File: config.mk
export PLATFORM = sky130hd
export DESIGN_NAME = ov7670_stream_gen
export DESIGN_NICKNAME = d
export VERILOG_FILES = /design/src/rtl/ov7670_stream_gen.sv
export SDC_FILE = /design/constraint.sdc
export NUM_CORES = 1
export LEC_CHECK = 0
export BUFFER_PORTS_ARGS = -buffer_cell sky130_fd_sc_hd__clkbuf_2
export CAP_MARGIN = 20
export CORE_UTILIZATION = 45
export DETAILED_ROUTE_END_ITERATION = 8
export PLACE_DENSITY = 0.75
export SLEW_MARGIN = 20
export SYNTH_ARGS = -nofsm -noshare
export SYNTH_HDL_FRONTEND = slang
export SYNTH_SLANG_ARGS = --single-unit
File: constraint.sdc
create_clock -name clk -period 4.96 [get_ports clk]
set_clock_uncertainty 0.1 [all_clocks]
set_input_delay 0.992 -clock clk [delete_from_list [all_inputs] [get_ports clk]]
set_output_delay 0.992 -clock clk [all_outputs]
set_load 0.005 [all_outputs]
File: src/rtl/ov7670_stream_gen.sv
// OV7670 pixel-bus source: generates vsync/href/data with camera frame and
// line timing and a selectable deterministic test pattern.
module ov7670_stream_gen #(
  parameter int unsigned H_ACTIVE    = 640,
  parameter int unsigned H_BLANK     = 288,
  parameter int unsigned V_ACTIVE    = 480,
  parameter int unsigned VSYNC_LINES = 3,
  parameter int unsigned V_BP_LINES  = 17,
  parameter int unsigned V_FP_LINES  = 10,
  parameter logic [7:0]  CHROMA_BYTE = 8'h80
) (
  input  logic       clk,
  input  logic       rst,
  input  logic       en,
  input  logic       start,
  input  logic [1:0] mode,
  input  logic [7:0] const_val,
  output logic       vsync,
  output logic       href,
  output logic [7:0] data,
  output logic       busy,
  output logic       frame_done,
  output logic [7:0] frame_count
);

  localparam int unsigned LINE_LEN = 2 * H_ACTIVE + H_BLANK;
  localparam int unsigned MAX_A    = (VSYNC_LINES > V_BP_LINES) ? VSYNC_LINES : V_BP_LINES;
  localparam int unsigned MAX_B    = (V_ACTIVE > V_FP_LINES) ? V_ACTIVE : V_FP_LINES;
  localparam int unsigned LINE_MAX = (MAX_A > MAX_B) ? MAX_A : MAX_B;
  localparam int unsigned CW       = (LINE_LEN > 1) ? $clog2(LINE_LEN) : 1;
  localparam int unsigned LW       = (LINE_MAX > 1) ? $clog2(LINE_MAX) : 1;

  typedef enum logic [2:0] {
    S_IDLE,
    S_VSYNC,
    S_VBP,
    S_ACTIVE,
    S_VFP
  } state_t;

  // First non-empty phase of a frame; zero-length phases are skipped.
  localparam state_t FIRST = (VSYNC_LINES != 0) ? S_VSYNC :
                             (V_BP_LINES  != 0) ? S_VBP   :
                             (V_ACTIVE    != 0) ? S_ACTIVE : S_VFP;

  // Next non-empty phase after s; S_IDLE means the frame has ended.
  function automatic state_t after(input state_t s);
    state_t r;
    r = S_IDLE;
    case (s)
      S_VSYNC:  r = (V_BP_LINES != 0) ? S_VBP :
                    (V_ACTIVE   != 0) ? S_ACTIVE :
                    (V_FP_LINES != 0) ? S_VFP : S_IDLE;
      S_VBP:    r = (V_ACTIVE   != 0) ? S_ACTIVE :
                    (V_FP_LINES != 0) ? S_VFP : S_IDLE;
      S_ACTIVE: r = (V_FP_LINES != 0) ? S_VFP : S_IDLE;
      default:  r = S_IDLE;
    endcase
    return r;
  endfunction

  function automatic int unsigned lines_of(input state_t s);
    int unsigned n;
    n = 0;
    case (s)
      S_VSYNC:  n = VSYNC_LINES;
      S_VBP:    n = V_BP_LINES;
      S_ACTIVE: n = V_ACTIVE;
      S_VFP:    n = V_FP_LINES;
      default:  n = 0;
    endcase
    return n;
  endfunction

  state_t          state, state_n;
  logic [CW-1:0]   col, col_n;
  logic [LW-1:0]   line, line_n;
  logic            pend, pend_n;
  logic [1:0]      mode_q, mode_n;
  logic [7:0]      cval_q, cval_n;
  logic            done_n;
  logic [7:0]      cnt_n;
  logic            go;
  logic            begin_frame;
  logic [7:0]      xb, yb, luma;
  logic            vsync_n, href_n, busy_n;
  logic [7:0]      data_n;

  // Next-state, counters, pending-start bookkeeping and next output values.
  // Outputs are computed from the next state so they register on the same
  // edge as the state change.
  always_comb begin
    state_n     = state;
    col_n       = col;
    line_n      = line;
    pend_n      = pend | start;
    mode_n      = mode_q;
    cval_n      = cval_q;
    done_n      = 1'b0;
    cnt_n       = frame_count;
    go          = en | pend | start;
    begin_frame = 1'b0;

    if (state == S_IDLE) begin
      begin_frame = go;
    end else if (col == CW'(LINE_LEN - 1)) begin
      col_n = '0;
      if (line == LW'(lines_of(state) - 1)) begin
        line_n = '0;
        if (after(state) == S_IDLE) begin
          done_n = 1'b1;
          cnt_n  = frame_count + 8'd1;
          if (go) begin
            begin_frame = 1'b1;
          end else begin
            state_n = S_IDLE;
          end
        end else begin
          state_n = after(state);
        end
      end else begin
        line_n = line + LW'(1);
      end
    end else begin
      col_n = col + CW'(1);
    end

    if (begin_frame) begin
      state_n = FIRST;
      col_n   = '0;
      line_n  = '0;
      pend_n  = 1'b0;
      mode_n  = mode;
      cval_n  = const_val;
    end

    xb = 8'(col_n >> 1);
    yb = 8'(line_n);
    case (mode_n)
      2'd0:    luma = cval_n;
      2'd1:    luma = xb;
      2'd2:    luma = yb;
      default: luma = (xb[3] ^ yb[3]) ? 8'hFF : 8'h00;
    endcase

    vsync_n = (state_n == S_VSYNC);
    href_n  = (state_n == S_ACTIVE) && (32'(col_n) < 2 * H_ACTIVE);
    data_n  = href_n ? (col_n[0] ? CHROMA_BYTE : luma) : '0;
    busy_n  = (state_n != S_IDLE);
  end

  // State, counters, latched frame settings and registered outputs.
  always_ff @(posedge clk or negedge rst) begin
    if (!rst) begin
      state       <= S_IDLE;
      col         <= '0;
      line        <= '0;
      pend        <= 1'b0;
      mode_q      <= '0;
      cval_q      <= '0;
      vsync       <= 1'b0;
      href        <= 1'b0;
      data        <= '0;
      busy        <= 1'b0;
      frame_done  <= 1'b0;
      frame_count <= '0;
    end else begin
      state       <= state_n;
      col         <= col_n;
      line        <= line_n;
      pend        <= pend_n;
      mode_q      <= mode_n;
      cval_q      <= cval_n;
      vsync       <= vsync_n;
      href        <= href_n;
      data        <= data_n;
      busy        <= busy_n;
      frame_done  <= done_n;
      frame_count <= cnt_n;
    end
  end

endmodule
==> impl_metrics.ini, run 1 <==
[logic_synthesis]
synth_edf_count = 0
syn-num-nets = 347
synth_top_area_share_pct = 42.02
synth_cell_types = 68
synth_cells = 328
synthesis.area_mm2 = 0.003216
seq_area_frac_synth_pct = 42.02
synth.most_common_cell = dfrtp_1
yosys.area.top_type = dfrtp_1
netlist_top_cells_area = dfrtp_1, xor2_1, nor2_1, xnor2_1, nand2_1
synth_top_cells_by_count = dfrtp_1, nor2_1, nand2_1
ys.flop_type = dfrtp_1
synthArstFlopShare_pct = 100.0
ys_seq_elements = 54
yosys_warnings = 0
syn_avg_cell_area_um2 = 9.804

[placement]
gp_congestion = 0.8570
portBuffers = 33
placedCellCount = 442
hpwl_um = 5124
place_ws_ns = 0.7376
place_area_mm2 = 0.003421

[hold_path]
min_to = frame_count[7]
whs_path_depth = 1
hp-class = flip-flop to flip-flop
hp-start = frame_count[7]

[setup_path]
r2r_slack_ns = 0.65
start_kind = flip-flop
rr_startpoint = state[2]
worstPathMaxFanout = 20
path_class = flip-flop to flip-flop
cp.arrival_ns = 4.39
r2r_end = data[6]
crit_path_end_kind = flip-flop
r2r_cells = 11
required_ns = 5.04

[sta]
setup_slack_ns = 0.6483
hold_viol = 0
drv_slew = 0
rsz0062_at_grt = false
max_freq_mhz = 231.9
period_share_pct = 86.93
slew_headroom_pct = 53.41
setup_viol = 0
setup_tns_ns = 0
period_minus_slack_ns = 4.312
worst_pin_slew_ns = 0.6925

[detailed_routing]
antenna_left = 0
via_per_inst = 5.640
dr.pass1.iters = 4
drc = 0
drt_iter0_markers = 195
vias = 2538
avgRoutedWirePerCell_um = 15.52
wl_um = 6986

[cells_and_area]
n_antenna_cell = 0
fin_area_mm2 = 0.003538
layout.nets = 372
utilization_pct = 51.79
area_growth_pct = 10.04
stdcell_count = 450
drive_gt1_share_pct = 20.06

[cts]
htree_levels = 2
cts-root-buf = clkbuf_8
cts_made_buffers = 5
postCtsHoldBufs = 0
cts_buffer_depth = 2
clk_pin_slew_worst_paths_ns = 0.10
ctsResizeCount = 0
cts.sinks = 54
cts_tree = yes
insertion_delay_ns = 0.31
cts_setup_buffers = 0

[pwr]
p_leak_nw = 1.558
max-vdd-ir-drop_mv = 0.1545
p_per_area_mw_per_mm2 = 280.6

[floorplan]
io_pins = 34
start_util_pct = 47.07
num_rows = 30
dieArea_mm2 = 0.007487
die_w_um = 86.53
core_area_mm2 = 0.006832
die_h_um = 86.53

[grt]
grt_pass1_wl_um = 11640
grt_pass1_vias = 2361
grt_max_degree = 55
antenna_found_initial = 0
overflow = 0
track_usage_pct = 20.09

[status]
status = completed

[flow_run]
drv_cap = 0
cells by family (layout without fill, tap and decap cells):
group	count (synthesis)	in the layout	share of synthesized area, %
AND/OR/NAND/NOR	134	134	23.54
multiplexers	19	19	6.654
buffers and inverters	31	57	4.591
flip-flops	54	54	42.02
adder cells (fa/ha/maj)	5	5	1.946
AO/OA/AOI/OAI	54	54	12.80
XOR/XNOR	31	31	8.444
sequential cells by signal, indices dropped and copies added (netlist names):
register and flops:
href 1, col 11, vsync 1, cval_q 8
line 9, pend 1, frame_done 1, mode_q 2
frame_count 8, busy 1, state 3, data 8
how the worst max path moves through the flow:
| stage | slack [ns] | endpoint | depth (start not counted) | start |
|---|---|---|---|---|
| after floorplan | 1.34 | data[1] | 15 | state[1] |
| after global placement | 0.87 | data[6] | 11 | state[1] |
| after detailed placement | 0.74 | data[6] | 11 | state[2] |
| after CTS | 0.67 | data[6] | 11 | state[2] |
| after global routing | 0.30 | data[5] | 11 | state[2] |
| final | 0.65 | data[6] | 11 | state[2] |
power by group:
| group | internal (mW) | switching, mW |
|---|---|---|
| registers | 0.480 | 0.0574 |
| logic | 0.0660 | 0.0844 |
| clock network | 0.154 | 0.151 |
| total | 0.700 | 0.293 |
cell usage in the layout (no fill, tap or decap), types with 8 or more instances in the layout:
cell      synthesis  routed
dfrtp_1          54      54
nor2_1           35      35
clkbuf_2          0      33
nand2_1          25      25
xor2_1           16      16
xnor2_1          15      15
inv_1            14      14
nand4_1          11      11
nor2b_1          11      11
a21oi_1           9       9
nand3_1           8       8
mux2i_1           8       8
stage by stage:
| step | hold WS (ns) | power [mW] |
|---|---|---|
| floorplan | 0.3543 | 0.6381 |
| global placement | 0.3563 | 0.6863 |
| detailed placement | 0.3584 | 0.6925 |
| CTS | 0.3732 | 0.9991 |
| global route | 0.3924 | 1.040 |
| finish | 0.3709 | 0.9929 |
routing by layer:
layer | track usage, % | up-vias | routed length, µm
li1 | - | 1205 | -
met1 | 27.36 | 1230 | 3173
met2 | 32.03 | 87 | 3273
met3 | 3.429 | 16 | 343
met4 | 7.879 | 0 | 196
met5 | 0 | - | 0
final cells by class:
class	count	area (µm²)
sequential	54	1351
multi-input combinational	243	1717
inverter	14	52.55
clock buffer	5	68.82
timing repair buffer	35	180.2
clock inverter	3	48.80
tap	96	120.1
fill	636	3293
worst max-delay path, cell delays in order (launching register included):
cell and delay [ns]:
dfrtp_1 0.71, inv_1 0.27, nand2_1 0.12, ha_1 0.25, ha_1 0.27, xnor2_1 0.13, nor4_1 0.57, nand2_1 0.20
o21ai_4 0.55, mux2i_1 0.63, mux2i_1 0.29, a211oi_2 0.09
Note: power is estimated with default switching activity, not from simulation.
==> inputs of run 2 (changes only) <==
clock period = 5.45 ns   (was 4.96 ns; I/O delays follow)
==> run 2 against run 1 <==
Net effect: die area stayed put; non-clock buffer count stayed put; first-iteration DRC count up 0.51%; final cell count unchanged; routed wire length grew 1.1%; highest routed layer unchanged.
==> impl_metrics.ini, run 2 (synthesized netlist as in run 1, its figures left out) <==
[status]
status = completed

[hold_path]
hp-class = flip-flop to flip-flop
hp-start = frame_count[7]
min_to = frame_count[7]
whs_path_depth = 1

[floorplan]
die_w_um = 86.53
start_util_pct = 47.07
io_pins = 34
dieArea_mm2 = 0.007487
core_area_mm2 = 0.006832
die_h_um = 86.53
num_rows = 30

[cells_and_area]
stdcell_count = 450
final_common_cell = dfrtp_1
area_growth_pct = 9.338
utilization_pct = 51.47
largest_register_ffs = 11
n_antenna_cell = 0
final_cell_mix = dfrtp_1, nor2_1, clkbuf_2
reg_top3 = col: 11 flops, line: 9 flops
drive_gt1_share_pct = 19.77
top_register = col
layout.nets = 372

[setup_path]
required_ns = 5.55
rr_startpoint = state[2]
crit_chain = inv_1, nand2_1, ha_1, ha_1, xnor2_1, nor4_1, nand2_1, o21ai_4, buf_4, mux2i_2, a221o_1, a21oi_2
start_kind = flip-flop
crit_path_end_kind = flip-flop
r2r_end = data[0]
r2r_slack_ns = 1.30
cp.arrival_ns = 4.25
path_class = flip-flop to flip-flop
r2r_cells = 12
worstPathMaxFanout = 27
slowest_stage = dfrtp_1
max_stage_delay_ns = 0.68

[detailed_routing]
wl_um = 7063
via_per_inst = 5.573
dr.pass1.iters = 4
drt_iter0_markers = 196
avgRoutedWirePerCell_um = 15.70
drc = 0
vias = 2508
antenna_left = 0

[pwr]
p_per_area_mw_per_mm2 = 247.5
total_power_mw = 0.8703
max-vdd-ir-drop_mv = 0.1799
p_leak_nw = 1.551

[grt]
track_usage_pct = 21.03
grt_max_degree = 55
use_met1_pct = 28.09
grt_pass1_vias = 2480
grt_util_met3_pct = 3.143
antenna_found_initial = 0
top_usage_layer = met2
overflow = 0
grt_pass1_wl_um = 12190
grtUsageMet2_pct = 34.42

[cts]
postCtsHoldBufs = 0
cts_buffer_depth = 2
htree_levels = 2
ctsResizeCount = 0
cts-root-buf = clkbuf_8
cts_setup_buffers = 0
insertion_delay_ns = 0.31
cts.sinks = 54
clk_pin_slew_worst_paths_ns = 0.10
cts_made_buffers = 5
cts_tree = yes

[sta]
setup_viol = 0
max_freq_mhz = 241.2
whs_ns = 0.3740
hold_viol = 0
period_minus_slack_ns = 4.147
slew_headroom_pct = 51.57
rsz0062_at_grt = false
setup_tns_ns = 0
worst_pin_slew_ns = 0.7198
drv_slew = 0
period_share_pct = 76.09

[placement]
portBuffers = 33
placedCellCount = 442
hpwl_um = 5308
gp_congestion = 0.9196

[flow_run]
drv_cap = 0
==> run 2: cell types whose count changed in the layout (fill, tap and decap cells not counted) <==
cell and delta:
bufinv_16 -1, clkbuf_1 +1, clkbuf_8 +1, clkinvlp_4 -1
inv_6 +1, inv_8 -1
==> run 2: metal layers <==
| layer | up-vias | wire (µm) |
|---|---|---|
| met5 | - | 0 |
| met4 | 0 | 204 |
| met3 | 12 | 292 |
| met2 | 65 | 3309 |
| met1 | 1231 | 3256 |
| li1 | 1200 | - |
==> run 2: worst max-delay path by stage <==
stage                  start  endpoint  depth (start not counted)
floorplan           state[1]   data[1]                         15
global placement    state[1]   data[0]                         12
detailed placement  state[2]   data[0]                         12
CTS                 state[2]   data[0]                         12
global route        state[2]   data[0]                         12
finish              state[2]   data[0]                         12
==> run 2: power by group <==
part	internal (mW)	total (mW)	leakage, nW	switching [mW]
sequential	0.437	0.488	0.697	0.0506
clock	0.105	0.237	0.0489	0.131
combinational	0.0603	0.146	0.805	0.0856
total	0.603	0.870	1.55	0.267
==> run 2: cell type report <==
class | count | area [µm²]
Fill cell | 645 | 3316
Multi-Input combinational cell | 243 | 1717
Sequential cell | 54 | 1351
Timing Repair Buffer | 35 | 180.2
Tap cell | 96 | 120.1
Clock buffer | 7 | 86.33
Inverter | 14 | 52.55
Clock inverter | 1 | 8.758
==> run 2: worst max-delay path, delay by kind of cell (launching register included) <==
family | cells | cell delay, ns
flip-flops | 1 | 0.68
AO/OA/AOI/OAI | 3 | 0.56
multiplexers | 1 | 0.48
XOR/XNOR | 1 | 0.12
adder cells (fa/ha/maj) | 2 | 0.53
buffers and inverters | 2 | 0.60
AND/OR/NAND/NOR | 3 | 0.94
==> run 2: metrics by stage <==
step	worst slack, ns	instance area, µm²
finish	1.303	3516
global route	1.000	3516
CTS	1.358	3516
detailed placement	1.377	3421
global placement	1.541	3421
floorplan	1.831	3216
